--- config.mk ---
export PLATFORM = sky130hd
export DESIGN_NAME = rf_int_ctrl
export DESIGN_NICKNAME = d
export VERILOG_FILES = /design/src/rtl/rf_int_ctrl.sv
export SDC_FILE = /design/constraint.sdc
export NUM_CORES = 1
export LEC_CHECK = 0
export ABC_AREA = 1
export BUFFER_PORTS_ARGS = -buffer_cell sky130_fd_sc_hd__buf_2
export CELL_PAD_IN_SITES_DETAIL_PLACEMENT = 0
export CELL_PAD_IN_SITES_GLOBAL_PLACEMENT = 2
export CORE_MARGIN = 2
export CORE_UTILIZATION = 20
export CTS_CLUSTER_SIZE = 16
export DETAILED_ROUTE_END_ITERATION = 8
export GPL_TIMING_DRIVEN = 0
export PLACE_DENSITY = 0.91
export SETUP_SLACK_MARGIN = 0.5
export SYNTH_ARGS = -nofsm -noshare
export SYNTH_HDL_FRONTEND = slang
export SYNTH_SLANG_ARGS = --single-unit
--- constraint.sdc ---
create_clock -name clk -period 1.4 [get_ports clk]
set_input_delay 0.21 -clock clk [delete_from_list [all_inputs] [get_ports clk]]
set_output_delay 0.21 -clock clk [all_outputs]
set_load 0.005 [all_outputs]
--- src/rtl/rf_int_ctrl.sv ---
// rtl/rf_int_ctrl.sv - interrupt sequencer driving register-file shadow-bank save/restore
// Takes interrupts at instruction boundaries, pulses save/load to the RF and redirects the PC.
module rf_int_ctrl #(
  parameter int unsigned NUM_IRQ   = 4,
  parameter logic [31:0] VEC_BASE  = 32'h0000_0100,
  parameter int unsigned VEC_SHIFT = 4
) (
  input  logic               clk,
  input  logic               rst,
  input  logic [NUM_IRQ-1:0] irq,
  input  logic               irq_en,
  input  logic               instr_done,
  input  logic               is_mret,
  input  logic [31:0]        pc_next,
  output logic               save_out,
  output logic               load_out,
  output logic               pc_redirect,
  output logic [31:0]        pc_target,
  output logic               stall,
  output logic               in_isr,
  output logic [NUM_IRQ-1:0] irq_ack,
  output logic [31:0]        epc
);

  localparam int unsigned ID_W = (NUM_IRQ > 1) ? $clog2(NUM_IRQ) : 1;

  typedef enum logic [1:0] {IDLE, SAVE, ISR, RESTORE} state_t;

  state_t          state;
  logic [ID_W-1:0] id;
  logic            accept;

  function automatic logic [ID_W-1:0] low_idx(input logic [NUM_IRQ-1:0] req);
    low_idx = '0;
    for (int i = int'(NUM_IRQ) - 1; i >= 0; i--) begin
      if (req[i]) low_idx = ID_W'(i);
    end
  endfunction

  // Evaluated on current inputs, so irq_en dropping on the boundary blocks the accept.
  assign accept = irq_en && (|irq) && instr_done && !is_mret;

  always_ff @(posedge clk) begin
    if (rst) begin
      state <= IDLE;
      epc   <= '0;
      id    <= '0;
    end else begin
      case (state)
        IDLE: begin
          if (accept) begin
            state <= SAVE;
            epc   <= pc_next;
            id    <= low_idx(irq);
          end
        end
        SAVE:    state <= ISR;
        ISR:     if (instr_done && is_mret) state <= RESTORE;
        RESTORE: state <= IDLE;
        default: state <= IDLE;
      endcase
    end
  end

  always_comb begin
    save_out    = 1'b0;
    load_out    = 1'b0;
    pc_redirect = 1'b0;
    pc_target   = '0;
    stall       = 1'b0;
    in_isr      = 1'b0;
    irq_ack     = '0;
    case (state)
      SAVE: begin
        save_out    = 1'b1;
        stall       = 1'b1;
        pc_redirect = 1'b1;
        pc_target   = VEC_BASE + (32'(id) << VEC_SHIFT);
        irq_ack[id] = 1'b1;
      end
      ISR: in_isr = 1'b1;
      RESTORE: begin
        load_out    = 1'b1;
        stall       = 1'b1;
        pc_redirect = 1'b1;
        pc_target   = epc;
      end
      default: ;
    endcase
  end

endmodule

==> results of run 1 <==
## cell type report
type	instances	area [µm²]
clock buffers	8	90.1
repair buffers	152	1090
plain buffers	14	184
multi-input cells	167	1030
flip-flops and latches	36	773
inverters	37	154
well taps	105	131
fillers	881	4840
## critical path, cell delays in order (launching register included)
cell,delay (ps)
dfxtp_4,360
ha_4,160
buf_8,120
or2_4,230
buf_6,110
buf_6,100
## repair_timing
item	CTS	global route
gates resized for setup	108	47
pin swaps	9	3
gates cloned	7	0
setup buffers	23	10
setup endpoints to repair	109	109
## worst min-delay path by stage
| stage | to | cells after the start | startpoint | slack [ps] |
|---|---|---|---|---|
| CTS | epc[25] | 3 | pc_next[25] | 140 |
| finish | epc[20] | 3 | pc_next[20] | 150 |
| global placement | epc[10] | 3 | pc_next[10] | 440 |
| global route | epc[27] | 3 | pc_next[27] | 150 |
| floorplan | epc[21] | 2 | pc_next[21] | 360 |
| detailed placement | epc[25] | 3 | pc_next[25] | 450 |
## kinds of logic (layout without fill, tap and decap cells)
kind of cell,Yosys count,count (layout),synth area share (%)
flops,36,36,41.7
fa+ha+maj,4,4,2.90
simple gates,122,123,29.4
compound gates,40,40,11.6
buf+inv,51,211,14.3
## flip-flops by register name, indices dropped and copies added (netlist names)
register,flops
epc,32
id,2
state,2
## cells in the mapped netlist
library cell / number
nor2_1: 64
nand2_1: 43
dfxtp_1: 36
inv_1: 36
o21ai_0: 19
o21ai_1: 17
nor2_2: 8
clkbuf_1: 6
a21oi_1: 4
buf_6: 4
ha_1: 4
nor3_1: 2
buf_1: 1
buf_12: 1
buf_4: 1
clkbuf_2: 1
inv_6: 1
nand2_2: 1
nand3_1: 1
nand3_4: 1
nor2_4: 1
or2_2: 1
## power groups by stage
| stage | Combinational [W] | Clock (W) | Sequential (W) |
|---|---|---|---|
| 2_1_floorplan | 0.000592 | 0 | 0.00128 |
| 3_3_place_gp | 0.000932 | 0 | 0.00128 |
| 3_5_place_dp | 0.000947 | 0 | 0.00129 |
| 4_1_cts | 0.00150 | 0.000827 | 0.00128 |
| 5_1_grt | 0.00181 | 0.000878 | 0.00131 |
| 6_report | 0.00166 | 0.000785 | 0.00129 |
## routing by layer
layer  global-route usage, %  share of wire (%)  wire length (µm)  up-vias
li1                        -                  -                 -     1096
met2                    23.6                 49              3170       73
met3                    3.47                5.7               368        8
met4                    2.93                1.1                73        0
met5                       0                  0                 0        -
met1                    16.6                 44              2860      939
## per-stage QoR
stage	worst slack, ps	instance area [µm²]
3_3_place_gp	33.5	2500
2_1_floorplan	216	1800
5_1_grt	-235	3460
4_1_cts	-217	3220
6_report	-182	3460
3_5_place_dp	12.0	2500
==> results, run 1 <==
- The first global-routing pass estimated 10200 µm of wire.
- The number of distinct library cells after synthesis is 22.
- In this run the worst path has a maximum fanout of 5.
- The critical path startpoint is state[0].
- The routed wire length per instance is 12.5 µm.
- Detailed placement finished with a half-perimeter wire length of 4110 µm.
- The overall fraction of global-route tracks in use is 13.5%.
- The number of buffers inserted for hold repair after clock tree synthesis is 0.
- The post-layout total power is 0.00373 W.
- During synthesis, Yosys emitted a total of 0 warnings.
- The design internal power is 0.00251 W.
- For the worst setup path, the data required time is 1190 ps.
- In this run the static leakage power is 1.91 nW.
- The area growth from synthesis to layout is 100%.
- Yosys attributes the largest share of cell area to dfxtp_1 42%, nor2_1 14%, nand2_1 9.3%, inv_1 7.8%, o21ai_0 5.5%.
- Dividing the detail-routed via count by the number of cells gives 4.08.
- The fraction of the core area covered by cells at the end of the flow is 41.7%.
- The critical path capture point is stall.
- The share of the clock period used by the worst path is 113%.
- Power spread over the standard cell area amounts to 1080 mW/mm².
- For this run, design rule violations remaining after detail routing come to 0.
- The beginning of the worst register-to-register path is state[0].
- The number of nets in the synthesized netlist is 298.
- For the final database, setup skew stands at 4.07 ps.
- The top achievable clock speed is 0.632 GHz.
- In this run the mean area of a mapped cell was 6.82 µm².
- STA classifies the critical path startpoint as a flip-flop.
- At the end of routability-driven placement, the weighted congestion stood at 0.710.
- The flop-to-flop setup slack is -70 ps.
- Synthesis produced 253 cells.
- By startpoint and endpoint, the worst setup path is classified as flip-flop to output port.
- The violation count after the first detailed-routing iteration is 30.
- The placed instance count is 471.
- Wires add up to 6470 µm.
- The power share of the clock group is 21.0%.
- The setup-violating endpoint count in the final report is 66.
- The detailed-route via count is 2116.
- The sequential fraction of the synthesis area is 41.7%.
- The clock latency on the worst-skew pair is 280 ps.
- The overall die area is 0.00939 mm².
- Summed over its instances, the top area cell type makes up 41.7% of the synthesized netlist area.
- The number of max-capacitance violations reported is 0.
- STA classifies the critical path endpoint as an output port.
- The part of the total power dissipated in combinational logic is 44.4%.
- The worst vdd rail ir drop is 0.560 mV.
- The top-level port count is 114.
- The flop and latch count out of synthesis is 36.
- Leaving out fill and tap cells, the most frequent cell in the layout is buf_2.
- The number of input and output port buffers inserted is 113.
- The maximum count of clock buffers along a single path is 2.
- For the pin with the worst max-slew slack, the measured transition is 723 ps.
- TritonCTS built the clock tree.
- Across all setup checks in the final design, the least slack found is -182 ps.
- Before antenna repair, the detailed router went through 4 iterations.
- The standard cell core area is 0.00830 mm².
- In this run the remaining antenna-violating nets after routing total 0.
- The CTS sink count is 36.
- After floorplanning, the core was divided into 33 placement rows.
- The initial antenna violation count is 0.
- The post-route netlist has 68.1% of its cells at a drive strength greater than 1.
- The length in cells of the worst reg-to-reg path is 10.
- The final max-slew violation count is 0.
- The largest area contributor in the netlist is dfxtp_1.
- The number of hold-slack violations in the final timing report came to 0.
- The proportion of total power due to net switching is 32.8%.
- The starting utilization of the core area is 20.8%.
- Leaving out fill and tap cells, the most frequent cells in the layout are 104 x buf_2, 43 x nor2_1, 39 x nand2_1.
- The count of cells in the finished layout, fillers not included, comes to 519.
- The final layout net count is 458.
- The sum of overflow across all layers after global routing is 0.
- The mapped netlist covers 0.00173 mm².
- Setup repair after global routing could not meet its margin everywhere.
- Registers are responsible for 34.5% of the overall power.
- The clock transition at the registers of the reported paths is 80 ps.
- Adding up every negative setup slack in the final design gives -5690 ps.
- The die outline height is 96.9 µm.
- Data arrives at the worst endpoint at 1370 ps.
- The checks that failed: negative setup slack.
- The maximum number of pins on one net before global-route repair is 11.
- The analysis attributes to net switching a power of 0.00122 W.
- The worst register-to-register path ends at epc[13].
- The final worst hold slack is 154 ps.
- The run finished, with violations left.
- The number of antenna repair diodes is 0.
- The post-route minimum period is 1580 ps.
- The number of clock buffers added by TritonCTS is 5.
- The overall die width is 96.9 µm.
- The master cell of the clock root buffer is clkbuf_8.
- The number of H-tree levels is 2.
- The number of global-route vias before repair is 1999.
- In this run the tightest slew margin relative to its limit is 51.8%.
- The type of the worst min-delay path is input port to flip-flop.
(Power assumes the default switching activity.)
==> run 2, diff against run 1 <==
Settings changed: ABC_AREA 1 to 0, CORE_UTILIZATION 20 to 24.
==> run 2 against run 1 <==
Effect of this change: the run still ends with negative setup slack left; non-clock buffer count grew 12; die area shrank 1.7%; synthesized cell count is 13% lower; utilization grew 4.9 points; total power shrank 10%; fmax up 3.5%; cell count decreased by 5.8%; routed wire length grew 4.9%; register-to-register slack got worse by 30 ps; via count increased by 4.0%; clock-buffer cell count shrank 3; sequential power decreased by 6%; highest routed layer unchanged.
==> results, run 2 <==
- For this run, the leading register cell type out of synthesis is dfxtp_1.
- The average cell area after synthesis is 9.25 µm² (+35%).
- The worst path arrival time is 1320 ps (-50 ps).
- The flow ran to the end, but the final reports show violations.
- The number of distinct library cells after synthesis is 36 (+64%).
- The routed wire length per instance is 13.9 µm (+11%).
- The type of the worst setup path is flip-flop to output port.
- The critical path startpoint is state[1].
- The maximum number of pins on one net before global-route repair is 13 (+2).
- The first-pass GRT wire length is 9960 µm (-1.9%).
- The number of max-capacitance violations reported is 0 (unchanged).
- The overall die width was 96.1 µm (-0.87%).
- The post-layout total power is 0.00336 W (-10%).
- The sum of overflow across all layers after global routing came to 0 (unchanged).
- The clock transition at the registers of the reported paths is 80 ps (about the same).
- The hold path depth is 3 (unchanged).
- The violation count after the first detailed-routing iteration is 34 (+13%).
- The post-layout instance count excluding filler cells was 489 (-5.8%).
- The count of yosys warnings during synthesis is 0 (unchanged).
- The TritonCTS clock tree is built.
- The post-synthesis cell area is 0.00203 mm² (+18%).
- The clock skew after layout is 4.81 ps (+0.742 ps).
- The total power density per cell area came to 877 mW/mm² (-19%).
- The top achievable clock speed came to 0.655 GHz (+3.5%).
- The fraction of final layout cells with drive strength greater than 1 came to 84.9% (+17 points).
- The worst vdd rail ir drop came to 0.653 mV (+17%).
- The setup-violating endpoint count in the final report is 74 (+12%).
- By area the synthesized netlist is led by dfxtp_1 35%, nand3_2 15%, a21oi_2 13%, and2_1 8.9%, o21ai_1 7.9%.
- Setup repair after global routing could not meet its margin everywhere.
- The CTS sink count came to 36 (unchanged).
- The number of antenna repair diodes is 0 (unchanged).
- Compared with the post-synthesis result, the final layout area differs by 88.1%.
- The standard cell core area came to 0.00822 mm² (-1.0%).
- The starting utilization of the core area came to 24.8% (+4.0 points).
- The commonest non-fill, non-tap cell in the layout is buf_2.
- The overall die area is 0.00923 mm² (-1.7%).
- The placed instance count was 437 (-7.2%).
- The number of cell rows came to 33 (unchanged).
- The share of the clock period used by the worst path is 109% (-3.8 points).
- The power share of the clock group is 22.7% (+1.7 points).
- The startpoint identified for the worst register-to-register timing path is state[1].
- The initial antenna violation count came to 0 (unchanged).
- The maximum count of clock buffers along a single path is 2 (unchanged).
- The library cells used most frequently in the layout, excluding fill and tap cells, are 94 x buf_2, 35 x buf_4, 32 x a21oi_2, 32 x dfxtp_2.
- The critical path required time was 1190 ps (about the same).
- The post-route minimum period is 1530 ps (-53.9 ps).
- The source of the worst hold timing path is pc_next[4].
- The number of inserted filler cells in the final layout was 812 (-7.8%).
- The number of H-tree levels is 2 (unchanged).
- The number of flops mapped to enable cells by yosys is 0 (unchanged).
- The overall fraction of global-route tracks in use is 14.1% (+0.63 points).
- The placed cell area was 0.00293 mm² (+17%).
- The post-layout instance area is 0.00383 mm² (+11%).
- The part of the power in registers was 36.2% (+1.7 points).
- In the final layout, the registers with the most flip-flops are epc x32, id x2, state x2.
- The checks that failed: negative setup slack.
- The largest total area in the synthesized netlist belongs to dfxtp_1.
- The number of nets still failing antenna checks after routing is 0 (unchanged).
- The pin slew with the least headroom to its limit is 749 ps (+25.2 ps).
- The top-level port count is 114 (unchanged).
- The first-pass iteration count of the detailed router came to 4 (unchanged).
- The master cell of the clock root buffer is clkbuf_8.
- The sequential fraction of the synthesis area is 35.4% (-6.3 points).
- The critical path endpoint category is an output port.
- The final layout net count is 428 (-6.6%).
- The number of global-route vias before repair is 2038 (+2.0%).
- The clock latency on the worst-skew pair is 290 ps (about the same).
- The type of the worst min-delay path is input port to flip-flop.
- The final max-slew violation count came to 0 (unchanged).
- Counting flops per register, the top entry is epc.
- The design internal power was 0.00227 W (-9.4%).
- The detailed-route via count is 2200 (+4.0%).
- The area share of the leading cell type in the synthesized netlist is 35.4% (-6.3 points).
- The flip-flop count of the largest register after layout came to 32 (unchanged).
- The post-detailed-routing wire length is 6790 µm (+4.9%).
- The max-slew headroom at the worst pin was 50.1% (-1.7 points).
- The number of hold-slack violations in the final timing report is 0 (unchanged).
- The number of clock buffers inserted by TritonCTS is 5 (unchanged).
- The number of nets in the synthesized netlist is 265 (-11%).
- The number of standard cells after synthesis is 220 (-13%).
- The via density per instance was 4.50 (+10%).
- The die outline height is 96.1 µm (-0.87%).
- The length in cells of the worst reg-to-reg path was 8 (-2).
- The top fanout value on the critical path was 3 (-2).
- The number of input and output port buffers inserted is 112 (-0.88%).
- The flop-to-flop setup slack is -100 ps (-30 ps).
- The part of the total power dissipated in combinational logic is 41.1% (-3.3 points).
- The reported net switching power is 0.00109 W (-11%).
- The async set-reset flop share out of synthesis is 0% (unchanged).
- The setup slack of the critical path after layout came to -128 ps (+53.9 ps).
- The flop and latch count out of synthesis is 36 (unchanged).
- The static leakage power is 1.67 nW (-12%).
- The most frequent cell after synthesis is dfxtp_1.
- The proportion of total power due to net switching was 32.4% (-0.46 points).
- Counting instances in the post-synthesis netlist gives the leading cell types as 36 x dfxtp_1, 32 x o21ai_1, 30 x a21oi_2, 30 x nand3_2, 29 x and2_1.
- The worst setup path is launched from a flip-flop.
- The final routed DRC violation total was 0 (unchanged).
- The setup TNS is -5780 ps (-93.7 ps).
- The global placement routability congestion was 0.668 (-5.9%).
- The placed wire-length estimate is 4620 µm (+13%).
## run 2: changes by cell type in the layout (fill, tap and decap cells not counted), moves of 25 or more
cell and change:
nor2_2 -25, nand3_2 +29, nor2_1 -40, nand2_1 -37
and2_1 +27, inv_1 -33, a21oi_2 +29
## run 2: metrics by stage
step | hold slack (ps) | setup WS, ps | util (%)
2_1_floorplan | 340 | 48.6 | -
4_1_cts | 130 | -131 | 43.7
6_report | 141 | -128 | 46.6
5_1_grt | 135 | -165 | 46.6
3_5_place_dp | 460 | -252 | 35.6
3_3_place_gp | 456 | -251 | 35.6
## run 2: layout make-up
type | count | area, µm² | area share [%]
flip-flops and latches | 36 | 768 | 20.1
multi-input cells | 159 | 1430 | 37.3
inverters | 3 | 13.8 | 0.360
repair buffers | 156 | 1100 | 28.8
clock inverters | 3 | 18.8 | 0.490
clock buffers | 5 | 68.8 | 1.80
plain buffers | 22 | 295 | 7.71
well taps | 105 | 131 | 3.43
## run 2: power by group through the flow
stage	clock (W)	combinational (W)	sequential, W
2_1_floorplan	0	0.000571	0.00120
3_3_place_gp	0	0.000871	0.00120
3_5_place_dp	0	0.000885	0.00120
4_1_cts	0.000790	0.00124	0.00120
5_1_grt	0.000830	0.00150	0.00123
6_report	0.000763	0.00138	0.00121
## run 2: kinds of logic (layout without fill, tap and decap cells)
family	count (synthesis)	count (layout)	synth area share (%)
DFF	36	36	35.4
buffers and inverters	25	189	6.40
AOI/OAI and AO/OA	73	73	24.5
and+or+nand+nor	81	81	30.8
muxes	1	1	0.492
adders and majority gates	4	4	2.46
## run 2: layer usage
layer  GRT usage [%]  part of all wire [%]  wire length, µm
met1            17.7                    44             2970
met4            3.21                  0.40               27
met5               0                     0                0
met3            2.82                   4.9              333
met2            24.7                    51             3460
## run 2: worst paths after layout
check / endpoint
max reg2reg: id[1]
min reg2reg: epc[21]
max: stall
min: epc[4]
## run 2: what timing repair did
item	in CTS	in global routing
resized for setup	81	27
gates cloned	2	2
endpoints found under the setup margin	109	109
buffers inserted	34	6
pin swaps	13	7
hold buffers	0	0
## run 2: critical path, cell delays in order, from the launching register on
cell	delay, ps
dfxtp_4	380
inv_4	40
ha_4	150
or2_4	240
buf_6	110
buf_6	100
==> run 3, diff against run 2 <==
Settings changed: RECOVER_POWER set to 25.
==> run 3 against run 2 <==
Effect of this change: the flow still finishes with violations (negative setup slack); clock power barely moved; critical path depth did not move; sequential cell count did not move; first-iteration DRC count did not move; die area did not move; non-clock buffer count did not move; combinational power barely moved; clock skew did not move; worst setup slack did not move.
==> results, run 3 (same netlist as run 2, synthesis figures left out) <==
- The run finished, with violations left.
- The checks that failed: negative setup slack.
- The setup TNS came to -5750 ps (+29.7 ps).
- The total power density per cell area is 878 mW/mm² (+0.18%).
- The maximum number of pins on one net before global-route repair is 13 (unchanged).
- The top-level port count is 114 (unchanged).
- The number of inserted filler cells in the final layout is 814 (+0.25%).
- The global placement routability congestion is 0.668 (unchanged).
- The number of clock buffers inserted by TritonCTS was 5 (unchanged).
- The post-detailed-routing wire length is 6790 µm (unchanged).
- The largest registers in the layout are epc x32, id x2, state x2.
- The placed cell area was 0.00293 mm² (unchanged).
- The type of the worst setup path is flip-flop to output port.
- The number of max-capacitance violations reported came to 0 (unchanged).
- The standard cell core area is 0.00822 mm² (unchanged).
- The routed wire length per instance was 13.9 µm (unchanged).
- The beginning of the worst register-to-register path is state[1].
- The overall die width is 96.1 µm (unchanged).
- The number of antenna repair diodes is 0 (unchanged).
- The number of cell rows is 33 (unchanged).
- On the critical path the largest part of the delay comes from flip-flops.
- The biggest cell delay along the critical path came to 380 ps (about the same).
- The final max-slew violation count is 0 (unchanged).
- The max-slew headroom at the worst pin came to 50.1% (unchanged).
- The final routed DRC violation total is 0 (unchanged).
- The final layout net count is 428 (unchanged).
- Setup repair after global routing could not meet its margin everywhere.
- The number of input and output port buffers inserted is 112 (unchanged).
- The first-pass iteration count of the detailed router is 4 (unchanged).
- Leaving out fill and tap cells, the most frequent cells in the layout are 94 x buf_2, 35 x buf_4, 32 x a21oi_2.
- The area growth from synthesis to layout is 87.6%.
- The first-pass GRT wire length is 9960 µm (unchanged).
- The register with the most flip-flops is epc.
- The master cell of the clock root buffer is clkbuf_8.
- The clock skew after layout is 4.81 ps (unchanged).
- The static leakage power is 1.67 nW (-0.23%).
- The commonest non-fill, non-tap cell in the layout is buf_2.
- The clock latency on the worst-skew pair came to 290 ps (about the same).
- The path class of the tightest hold or removal check is input port to flip-flop.
- The via density per instance is 4.50 (unchanged).
- The number of H-tree levels was 2 (unchanged).
- The number of nets still failing antenna checks after routing is 0 (unchanged).
- The die outline height is 96.1 µm (unchanged).
- The sum of buffers and inverters on the critical path is 3 (unchanged).
- The top fanout value on the critical path is 3 (unchanged).
- The flip-flop count of the largest register after layout was 32 (unchanged).
- Counting stages on the worst path, the most repeated cell is buf_6.
- The placed wire-length estimate was 4620 µm (unchanged).
- The fraction of final layout cells with drive strength greater than 1 is 82.8% (-2.1 points).
- The flop-to-flop setup slack is -100 ps (about the same).
- The setup slack of the critical path after layout is -128 ps (unchanged).
- The signal on the critical path passes through inv_4, ha_4, or2_4, buf_6, buf_6.
- The sum of overflow across all layers after global routing is 0 (unchanged).
- The clock transition at the registers of the reported paths is 80 ps (about the same).
- The number of hold-slack violations in the final timing report was 0 (unchanged).
- The critical path capture point is stall.
- TritonCTS built the clock tree.
- The pin slew with the least headroom to its limit came to 749 ps (unchanged).
- The critical path endpoint category is an output port.
- The number of buffers inserted for hold repair after clock tree synthesis came to 0 (unchanged).
- The detailed-route via count is 2200 (unchanged).
- The CTS sink count is 36 (unchanged).
- The critical path startpoint is state[1].
- The length in cells of the worst reg-to-reg path came to 8 (unchanged).
- The overall die area is 0.00923 mm² (unchanged).
- The starting utilization of the core area is 24.8% (unchanged).
- The maximum count of clock buffers along a single path is 2 (unchanged).
- The number of global-route vias before repair is 2038 (unchanged).
- The violation count after the first detailed-routing iteration came to 34 (unchanged).
- The setup-violating endpoint count in the final report is 74 (unchanged).
- The share of the clock period used by the worst path was 109% (unchanged).
- The worst setup path is launched from a flip-flop.
- The worst vdd rail ir drop is 0.653 mV (about the same).
- The largest individual stage delay along the critical path comes from the cell dfxtp_4.
- The capture point of the worst reg-to-reg path is id[1].
- The overall fraction of global-route tracks in use is 14.1% (unchanged).
- The critical path required time was 1190 ps (about the same).
- The worst path arrival time is 1320 ps (about the same).
- The top achievable clock speed is 0.655 GHz (unchanged).
- The post-route minimum period is 1530 ps (unchanged).
- The critical path depth was 5 (unchanged).
- The initial antenna violation count is 0 (unchanged).
- The post-layout instance area is 0.00382 mm² (-0.26%).
## run 3: power by group
part	total (W)	internal, W	switching [W]
sequential	0.00121	0.00112	0.0000887
combinational	0.00138	0.000797	0.000582
clock	0.000763	0.000347	0.000416
## run 3: area by class of cell
type	instances	area, µm²	share of cell area, %
Clock buffer	5	68.8	1.80
Multi-Input combinational cell	159	1430	37.4
Timing Repair Buffer	156	1100	28.9
Clock inverter	3	18.8	0.492
Tap cell	105	131	3.44
Sequential cell	36	758	19.9
Inverter	3	13.8	0.361
Buffer	22	295	7.74
## run 3: what timing repair did
item | 4_1_cts | 5_1_grt
resized for setup | 81 | 27
pin swaps | 13 | 7
endpoints found under the setup margin | 109 | 109
gates cloned | 2 | 2
buffers inserted | 34 | 6
## run 3: worst register-to-register path, cell delays in order (launching register included)
cell	delay (ps)
dfxtp_4	380
inv_4	40
buf_4	130
ha_4	160
and4b_1	200
buf_12	170
buf_4	140
a21oi_2	110
nor3_1	50
## run 3: worst min path at each step
stage                start  endpoint  cells past startpoint
2_1_floorplan  pc_next[10]   epc[10]                      2
3_3_place_gp   pc_next[24]   epc[24]                      3
3_5_place_dp   pc_next[25]   epc[25]                      3
4_1_cts         pc_next[4]    epc[4]                      3
5_1_grt        pc_next[31]   epc[31]                      3
6_report        pc_next[4]    epc[4]                      3
## run 3: per-layer routing
metal  vias up  part of all wire (%)  track usage [%]
met5         -                     0                0
met4         0                  0.40             3.21
met3         3                   4.9             2.82
met2        62                    51             24.7
met1      1031                    44             17.7
li1       1104                     -                -
## run 3: metrics by stage
step	instances	hold slack (ps)	util (%)	setup WS [ps]	total power [W]
floorplan	220	340	-	48.6	0.00177
global placement	437	456	35.6	-251	0.00207
detailed placement	437	460	35.6	-252	0.00209
CTS	481	130	43.7	-131	0.00323
global route	489	135	46.5	-165	0.00355
finish	489	141	46.5	-128	0.00335
